## config.mk

```make
export PLATFORM = sky130hd
export DESIGN_NAME = axi_lite_arbiter
export DESIGN_NICKNAME = d
export VERILOG_FILES = /design/src/rtl/axi_lite_arbiter.sv
export SDC_FILE = /design/constraint.sdc
export NUM_CORES = 1
export LEC_CHECK = 0
export ABC_CLOCK_PERIOD_IN_PS = 1750
export CORE_AREA = 5 5 173 175
export CTS_BUF_LIST = sky130_fd_sc_hd__clkbuf_8
export DETAILED_ROUTE_END_ITERATION = 6
export DIE_AREA = 0 0 178 180
export SYNTH_ARGS = -nofsm -noshare
export SYNTH_HDL_FRONTEND = slang
export SYNTH_SLANG_ARGS = --single-unit
```

## constraint.sdc

```tcl
create_clock -name aclk -period 1.75 [get_ports aclk]
set_clock_uncertainty 0.2 [all_clocks]
set_input_delay 0.35 -clock aclk [delete_from_list [all_inputs] [get_ports aclk]]
set_output_delay 0.35 -clock aclk [all_outputs]
set_load 0.05 [all_outputs]
```

## src/rtl/axi_lite_arbiter.sv

```systemverilog
// Two-requester AXI-lite arbiter sharing one downstream slave; read and write paths are arbitrated independently.
// Define AXI_LITE_ARB_FIXED_PRIO_EN for fixed m0 priority instead of round-robin.
module axi_lite_arbiter #(
   parameter int ADDR_W = 32,
   parameter int DATA_W = 32
) (
   input  logic                aclk,
   input  logic                aresetn,
   input  logic [ADDR_W-1:0]   m0_axi_awaddr,
   input  logic [2:0]          m0_axi_awprot,
   input  logic                m0_axi_awvalid,
   output logic                m0_axi_awready,
   input  logic [DATA_W-1:0]   m0_axi_wdata,
   input  logic [DATA_W/8-1:0] m0_axi_wstrb,
   input  logic                m0_axi_wvalid,
   output logic                m0_axi_wready,
   output logic [1:0]          m0_axi_bresp,
   output logic                m0_axi_bvalid,
   input  logic                m0_axi_bready,
   input  logic [ADDR_W-1:0]   m0_axi_araddr,
   input  logic [2:0]          m0_axi_arprot,
   input  logic                m0_axi_arvalid,
   output logic                m0_axi_arready,
   output logic [DATA_W-1:0]   m0_axi_rdata,
   output logic [1:0]          m0_axi_rresp,
   output logic                m0_axi_rvalid,
   input  logic                m0_axi_rready,
   input  logic [ADDR_W-1:0]   m1_axi_awaddr,
   input  logic [2:0]          m1_axi_awprot,
   input  logic                m1_axi_awvalid,
   output logic                m1_axi_awready,
   input  logic [DATA_W-1:0]   m1_axi_wdata,
   input  logic [DATA_W/8-1:0] m1_axi_wstrb,
   input  logic                m1_axi_wvalid,
   output logic                m1_axi_wready,
   output logic [1:0]          m1_axi_bresp,
   output logic                m1_axi_bvalid,
   input  logic                m1_axi_bready,
   input  logic [ADDR_W-1:0]   m1_axi_araddr,
   input  logic [2:0]          m1_axi_arprot,
   input  logic                m1_axi_arvalid,
   output logic                m1_axi_arready,
   output logic [DATA_W-1:0]   m1_axi_rdata,
   output logic [1:0]          m1_axi_rresp,
   output logic                m1_axi_rvalid,
   input  logic                m1_axi_rready,
   output logic [ADDR_W-1:0]   s_axi_awaddr,
   output logic [2:0]          s_axi_awprot,
   output logic                s_axi_awvalid,
   input  logic                s_axi_awready,
   output logic [DATA_W-1:0]   s_axi_wdata,
   output logic [DATA_W/8-1:0] s_axi_wstrb,
   output logic                s_axi_wvalid,
   input  logic                s_axi_wready,
   input  logic [1:0]          s_axi_bresp,
   input  logic                s_axi_bvalid,
   output logic                s_axi_bready,
   output logic [ADDR_W-1:0]   s_axi_araddr,
   output logic [2:0]          s_axi_arprot,
   output logic                s_axi_arvalid,
   input  logic                s_axi_arready,
   input  logic [DATA_W-1:0]   s_axi_rdata,
   input  logic [1:0]          s_axi_rresp,
   input  logic                s_axi_rvalid,
   output logic                s_axi_rready
);

   typedef enum logic [1:0] {R_IDLE, R_ADDR, R_DATA} r_state_t;
   typedef enum logic [1:0] {W_IDLE, W_REQ, W_RESP} w_state_t;

   r_state_t r_state, r_state_next;
   w_state_t w_state, w_state_next;
   logic     r_gnt, r_gnt_next, r_pick;
   logic     w_gnt, w_gnt_next, w_pick;
   logic     aw_done, aw_done_next, w_done, w_done_next;
   logic     gnt_arvalid, gnt_awvalid, gnt_wvalid, aw_hs, w_hs;

   // Response payloads go to both requesters; only the grantee ever sees valid.
   assign m0_axi_rdata = s_axi_rdata;
   assign m1_axi_rdata = s_axi_rdata;
   assign m0_axi_rresp = s_axi_rresp;
   assign m1_axi_rresp = s_axi_rresp;
   assign m0_axi_bresp = s_axi_bresp;
   assign m1_axi_bresp = s_axi_bresp;

   assign s_axi_araddr = r_gnt ? m1_axi_araddr : m0_axi_araddr;
   assign s_axi_arprot = r_gnt ? m1_axi_arprot : m0_axi_arprot;
   assign s_axi_awaddr = w_gnt ? m1_axi_awaddr : m0_axi_awaddr;
   assign s_axi_awprot = w_gnt ? m1_axi_awprot : m0_axi_awprot;
   assign s_axi_wdata  = w_gnt ? m1_axi_wdata  : m0_axi_wdata;
   assign s_axi_wstrb  = w_gnt ? m1_axi_wstrb  : m0_axi_wstrb;
   assign gnt_arvalid  = r_gnt ? m1_axi_arvalid : m0_axi_arvalid;
   assign gnt_awvalid  = w_gnt ? m1_axi_awvalid : m0_axi_awvalid;
   assign gnt_wvalid   = w_gnt ? m1_axi_wvalid  : m0_axi_wvalid;

`ifdef AXI_LITE_ARB_FIXED_PRIO_EN
   assign r_pick = ~m0_axi_arvalid;
   assign w_pick = ~m0_axi_awvalid;
`else
   logic r_last, w_last;

   // Last-grant bits move only when a transaction fully completes, so an abandoned one never skews fairness.
   always_ff @(posedge aclk) begin
      if (!aresetn) begin
         r_last <= 1'b1;
         w_last <= 1'b1;
      end else begin
         if (r_state == R_DATA && s_axi_rvalid && s_axi_rready)
            r_last <= r_gnt;
         if (w_state == W_RESP && s_axi_bvalid && s_axi_bready)
            w_last <= w_gnt;
      end
   end

   assign r_pick = (m0_axi_arvalid && m1_axi_arvalid) ? ~r_last : ~m0_axi_arvalid;
   assign w_pick = (m0_axi_awvalid && m1_axi_awvalid) ? ~w_last : ~m0_axi_awvalid;
`endif

   always_ff @(posedge aclk) begin
      if (!aresetn) begin
         r_state <= R_IDLE;
         r_gnt   <= 1'b0;
         w_state <= W_IDLE;
         w_gnt   <= 1'b0;
         aw_done <= 1'b0;
         w_done  <= 1'b0;
      end else begin
         r_state <= r_state_next;
         r_gnt   <= r_gnt_next;
         w_state <= w_state_next;
         w_gnt   <= w_gnt_next;
         aw_done <= aw_done_next;
         w_done  <= w_done_next;
      end
   end

   always_comb begin
      r_state_next   = r_state;
      r_gnt_next     = r_gnt;
      s_axi_arvalid  = 1'b0;
      s_axi_rready   = 1'b0;
      m0_axi_arready = 1'b0;
      m1_axi_arready = 1'b0;
      m0_axi_rvalid  = 1'b0;
      m1_axi_rvalid  = 1'b0;
      case (r_state)
         R_IDLE: begin
            if (m0_axi_arvalid || m1_axi_arvalid) begin
               r_gnt_next   = r_pick;
               r_state_next = R_ADDR;
            end
         end
         R_ADDR: begin
            s_axi_arvalid  = gnt_arvalid;
            m0_axi_arready = ~r_gnt & s_axi_arready;
            m1_axi_arready = r_gnt & s_axi_arready;
            if (gnt_arvalid && s_axi_arready)
               r_state_next = R_DATA;
         end
         R_DATA: begin
            m0_axi_rvalid = ~r_gnt & s_axi_rvalid;
            m1_axi_rvalid = r_gnt & s_axi_rvalid;
            s_axi_rready  = r_gnt ? m1_axi_rready : m0_axi_rready;
            if (s_axi_rvalid && s_axi_rready)
               r_state_next = R_IDLE;
         end
         default: r_state_next = R_IDLE;
      endcase
   end

   // AW and W are forwarded together; each done flag masks its channel once it has handshaken.
   always_comb begin
      w_state_next   = w_state;
      w_gnt_next     = w_gnt;
      aw_done_next   = aw_done;
      w_done_next    = w_done;
      aw_hs          = 1'b0;
      w_hs           = 1'b0;
      s_axi_awvalid  = 1'b0;
      s_axi_wvalid   = 1'b0;
      s_axi_bready   = 1'b0;
      m0_axi_awready = 1'b0;
      m1_axi_awready = 1'b0;
      m0_axi_wready  = 1'b0;
      m1_axi_wready  = 1'b0;
      m0_axi_bvalid  = 1'b0;
      m1_axi_bvalid  = 1'b0;
      case (w_state)
         W_IDLE: begin
            if (m0_axi_awvalid || m1_axi_awvalid) begin
               w_gnt_next   = w_pick;
               w_state_next = W_REQ;
            end
         end
         W_REQ: begin
            s_axi_awvalid  = gnt_awvalid & ~aw_done;
            s_axi_wvalid   = gnt_wvalid & ~w_done;
            m0_axi_awready = ~w_gnt & ~aw_done & s_axi_awready;
            m1_axi_awready = w_gnt & ~aw_done & s_axi_awready;
            m0_axi_wready  = ~w_gnt & ~w_done & s_axi_wready;
            m1_axi_wready  = w_gnt & ~w_done & s_axi_wready;
            aw_hs          = gnt_awvalid & ~aw_done & s_axi_awready;
            w_hs           = gnt_wvalid & ~w_done & s_axi_wready;
            aw_done_next   = aw_done | aw_hs;
            w_done_next    = w_done | w_hs;
            if (aw_done_next && w_done_next)
               w_state_next = W_RESP;
         end
         W_RESP: begin
            m0_axi_bvalid = ~w_gnt & s_axi_bvalid;
            m1_axi_bvalid = w_gnt & s_axi_bvalid;
            s_axi_bready  = w_gnt ? m1_axi_bready : m0_axi_bready;
            if (s_axi_bvalid && s_axi_bready) begin
               aw_done_next = 1'b0;
               w_done_next  = 1'b0;
               w_state_next = W_IDLE;
            end
         end
         default: w_state_next = W_IDLE;
      endcase
   end

endmodule

```

==> summary.md <==
| Metric | Value |
|---|---|
| Pin count of the biggest net entering global routing | `24` |
| Mux share of post-synthesis cell area | `0.515` |
| Count of flip-flops with a built-in enable after synthesis | `0` |
| Ys Warns | `0` |
| Hold Crit Class | `register to register` |
| Number of DRC markers in iteration 0 | `69` |
| # IOs | `458` |
| Failing checks | `setup timing` |
| CTS clock-pin slew for the worst setup and hold paths | `50 ps` |
| CTS Buf Count | `3` |
| Most frequent cell after synthesis | `buf_4` |
| Clock buffer depth | `2` |
| Mean number of vias per cell | `approximately 3.3` |
| Inst Count DP | `between 900 and 1000` |
| Post-Layout Cell Count | `999` |
| RSZ-0062 raised after global routing | `yes` |
| Grt ovf | `0` |
| Ys flop type | `dfxtp_1` |
| Worst slack at placement | `-252 ps` |
| Final HPWL DP | `approximately 13 mm` |
| Post-Syn Area | `2440 µm²` |
| Vias after detailed routing | `between 3000 and 4000` |
| FP Rows | `between 60 and 70` |
| I/O Buffers | `349` |
| Part of the cycle the worst path needs | `1.16` |
| Post-Synth Adder-Cell Area | `0` |
| Complex-gate fraction of the synthesized area | `0.0483` |
| Nets | `a little under 900` |
| Vias in the first global route | `3555` |
| Worst slew margin | `0.797` |
| Synth top area cells | `mux2_2 33%, buf_4 22%, mux2_1 16%` |
| Placed cell area | `6480 µm²` |
| Synth Area per Inst | `8.79 µm²` |
| Max_cap viols | `0` |
| FF+latch count, synth | `10` |
| Min Tclk post-route | `2030 ps` |
| Critical Path Source Type | `register` |
| Die Wd | `between 150 and 200 µm` |
| Status | `complete, but fails checks` |
| Share of cells above drive strength 1 | `0.559` |
| Clock Latency Late Sink | `roughly 240 ps` |
| Htree depth | `1` |
| Pwr Density | `approximately 450 nW/µm²` |
| Slew @ Worst Pin | `304 ps` |
| Remaining antenna violation count | `0` |
| Cells after synthesis | `277` |
| Area leader, netlist | `mux2_2` |
| Initial Util | `0.0860` |
| Drt drc | `0` |
| Post-synth top cells | `72 x buf_4, 71 x mux2_2, 35 x mux2_1` |
| CTS tree | `done` |
| Fin. max-slew vios | `0` |
| CP Class | `register to output port` |
| Most used routing layer | `met2` |
| GRT met1 Usage | `0.110` |
| Worst EP required | `1200 ps` |
| Initial antenna violation count | `2` |
| Total routed wirelength | `between 15 and 20 mm` |
| Highest Clock Rate | `0.492 GHz` |
| CP Max Fanout | `7` |
| GRT met2 Usage | `0.160` |
| Synth Area in Simple Gates | `0.0981` |
| Die Area | `32000 µm²` |
| Number of iterations in the first detailed-routing pass | `4` |
| Setup violators final | `123` |
| Maximum vdd ir drop | `172 µV` |
| Die Span Y | `180 µm` |
| Syn Nets | `542` |
| Crit. End Element | `output port` |
| Tot Pwr | `3.59 mW` |
| Core ar. | `28300 µm²` |
| CTS root buf | `clkbuf_8` |
| WL/cell | `16.8 µm` |
| Gr usage total | `0.0932` |
| Area Growth Syn to Fin | `225%` |
| Final Hold Viols | `0` |
| Synth unique cells | `31` |
| P_leak | `3.28 nW` |
| GR met3 Demand/Resource | `0.0349` |
| Clock sinks | `10` |
| Final setup slack of the worst path | `-281 ps` |
| Largest family of logic cells by synthesized area | `multiplexers` |
| Critical path data arrival time | `around 1500 ps` |
| First-pass GRT wire length | `approximately 23 mm` |
| Seq/Total Area, Yosys | `0.0822` |
| Top cell type's share of synthesized area | `0.328` |
| Fin area | `7910 µm²` |
| Final GP Congestion | `between 0.8 and 0.9` |
| Xor-xnor portion of the synthesized cell area | `0` |
| Fraction of registers with async set/reset | `0` |
==> final timing paths <==
check	startpoint	end	slack (ps)	cells after the start
setup reg to reg	w_gnt	w_state[0]	-100	7
hold / removal	r_state[1]	r_state[0]	310	1
hold reg to reg	r_state[1]	r_state[0]	310	1
setup / recovery	w_gnt	s_axi_wstrb[3]	-280	5
==> registers in the layout, indices dropped and copies added (netlist names) <==
register,cells
r_last,1
w_last,1
r_state,2
w_state,2
w_done,1
r_gnt,1
aw_done,1
w_gnt,1
==> cell usage in the layout, fill, tap and decap left out, drive strengths merged, types with 2 or more instances in the layout <==
cell type / netlist / routed
a21oi: 4 / 4
inv: 3 / 3
nor3: 3 / 3
buf: 84 / 189
nor2: 21 / 21
o21ai: 3 / 3
nand2: 14 / 14
mux2i: 3 / 3
clkdlybuf4s50: 0 / 222
a32oi: 4 / 4
dfxtp: 10 / 10
nor2b: 5 / 5
dlygate4sd2: 0 / 5
clkbuf: 2 / 6
mux2: 108 / 108
nand2b: 2 / 2
==> worst max-delay path, cell delays in order (launching register included) <==
cell     delay (ps)
dfxtp_4         360
buf_12          150
buf_12          130
buf_12          110
mux2_4          320
buf_6           160
==> cell families (layout without fill, tap and decap cells) <==
family / Yosys count / after routing
buffers and inverters: 89 / 426
AOI/OAI and AO/OA: 15 / 15
muxes: 111 / 111
and+or+nand+nor: 52 / 52
DFF: 10 / 10
other: 0 / 1
==> power by group <==
part	total, mW	switching, mW	internal [mW]
Sequential	0.270	0.0267	0.243
Combinational	3.02	1.39	1.63
Clock	0.293	0.0953	0.198
==> metal layers <==
layer,vias to the layer above,part of all wire
li1,1574,-
met1,1559,0.39
met2,166,0.51
met3,14,0.084
met4,2,0.013
met5,-,0.00078
==> final cells by class <==
class	count	area [µm²]
timing repair buffer	419	4980
inverter	3	18.8
multi-input combinational	178	2160
tap	384	480
fill	2921	20400
sequential	10	214
antenna	1	2.50
clock buffer	4	55.1
==> metrics by stage <==
step,util,hold WS (ps),TNS [ps]
finish,0.279,315,-23910
global route,0.279,352,-29920
CTS,0.270,321,-26410
detailed placement,0.229,306,-11240
global placement,0.229,299,-11530
floorplan,-,226,-1810
==> repair_timing <==
item                                    CTS  global route
endpoints found under the setup margin  124           126
pin swaps                                14             7
hold buffers                              0             0
gates cloned                              6             3
setup buffers                            20            14
resized for setup                       208            56
(Power assumes the default switching activity.)
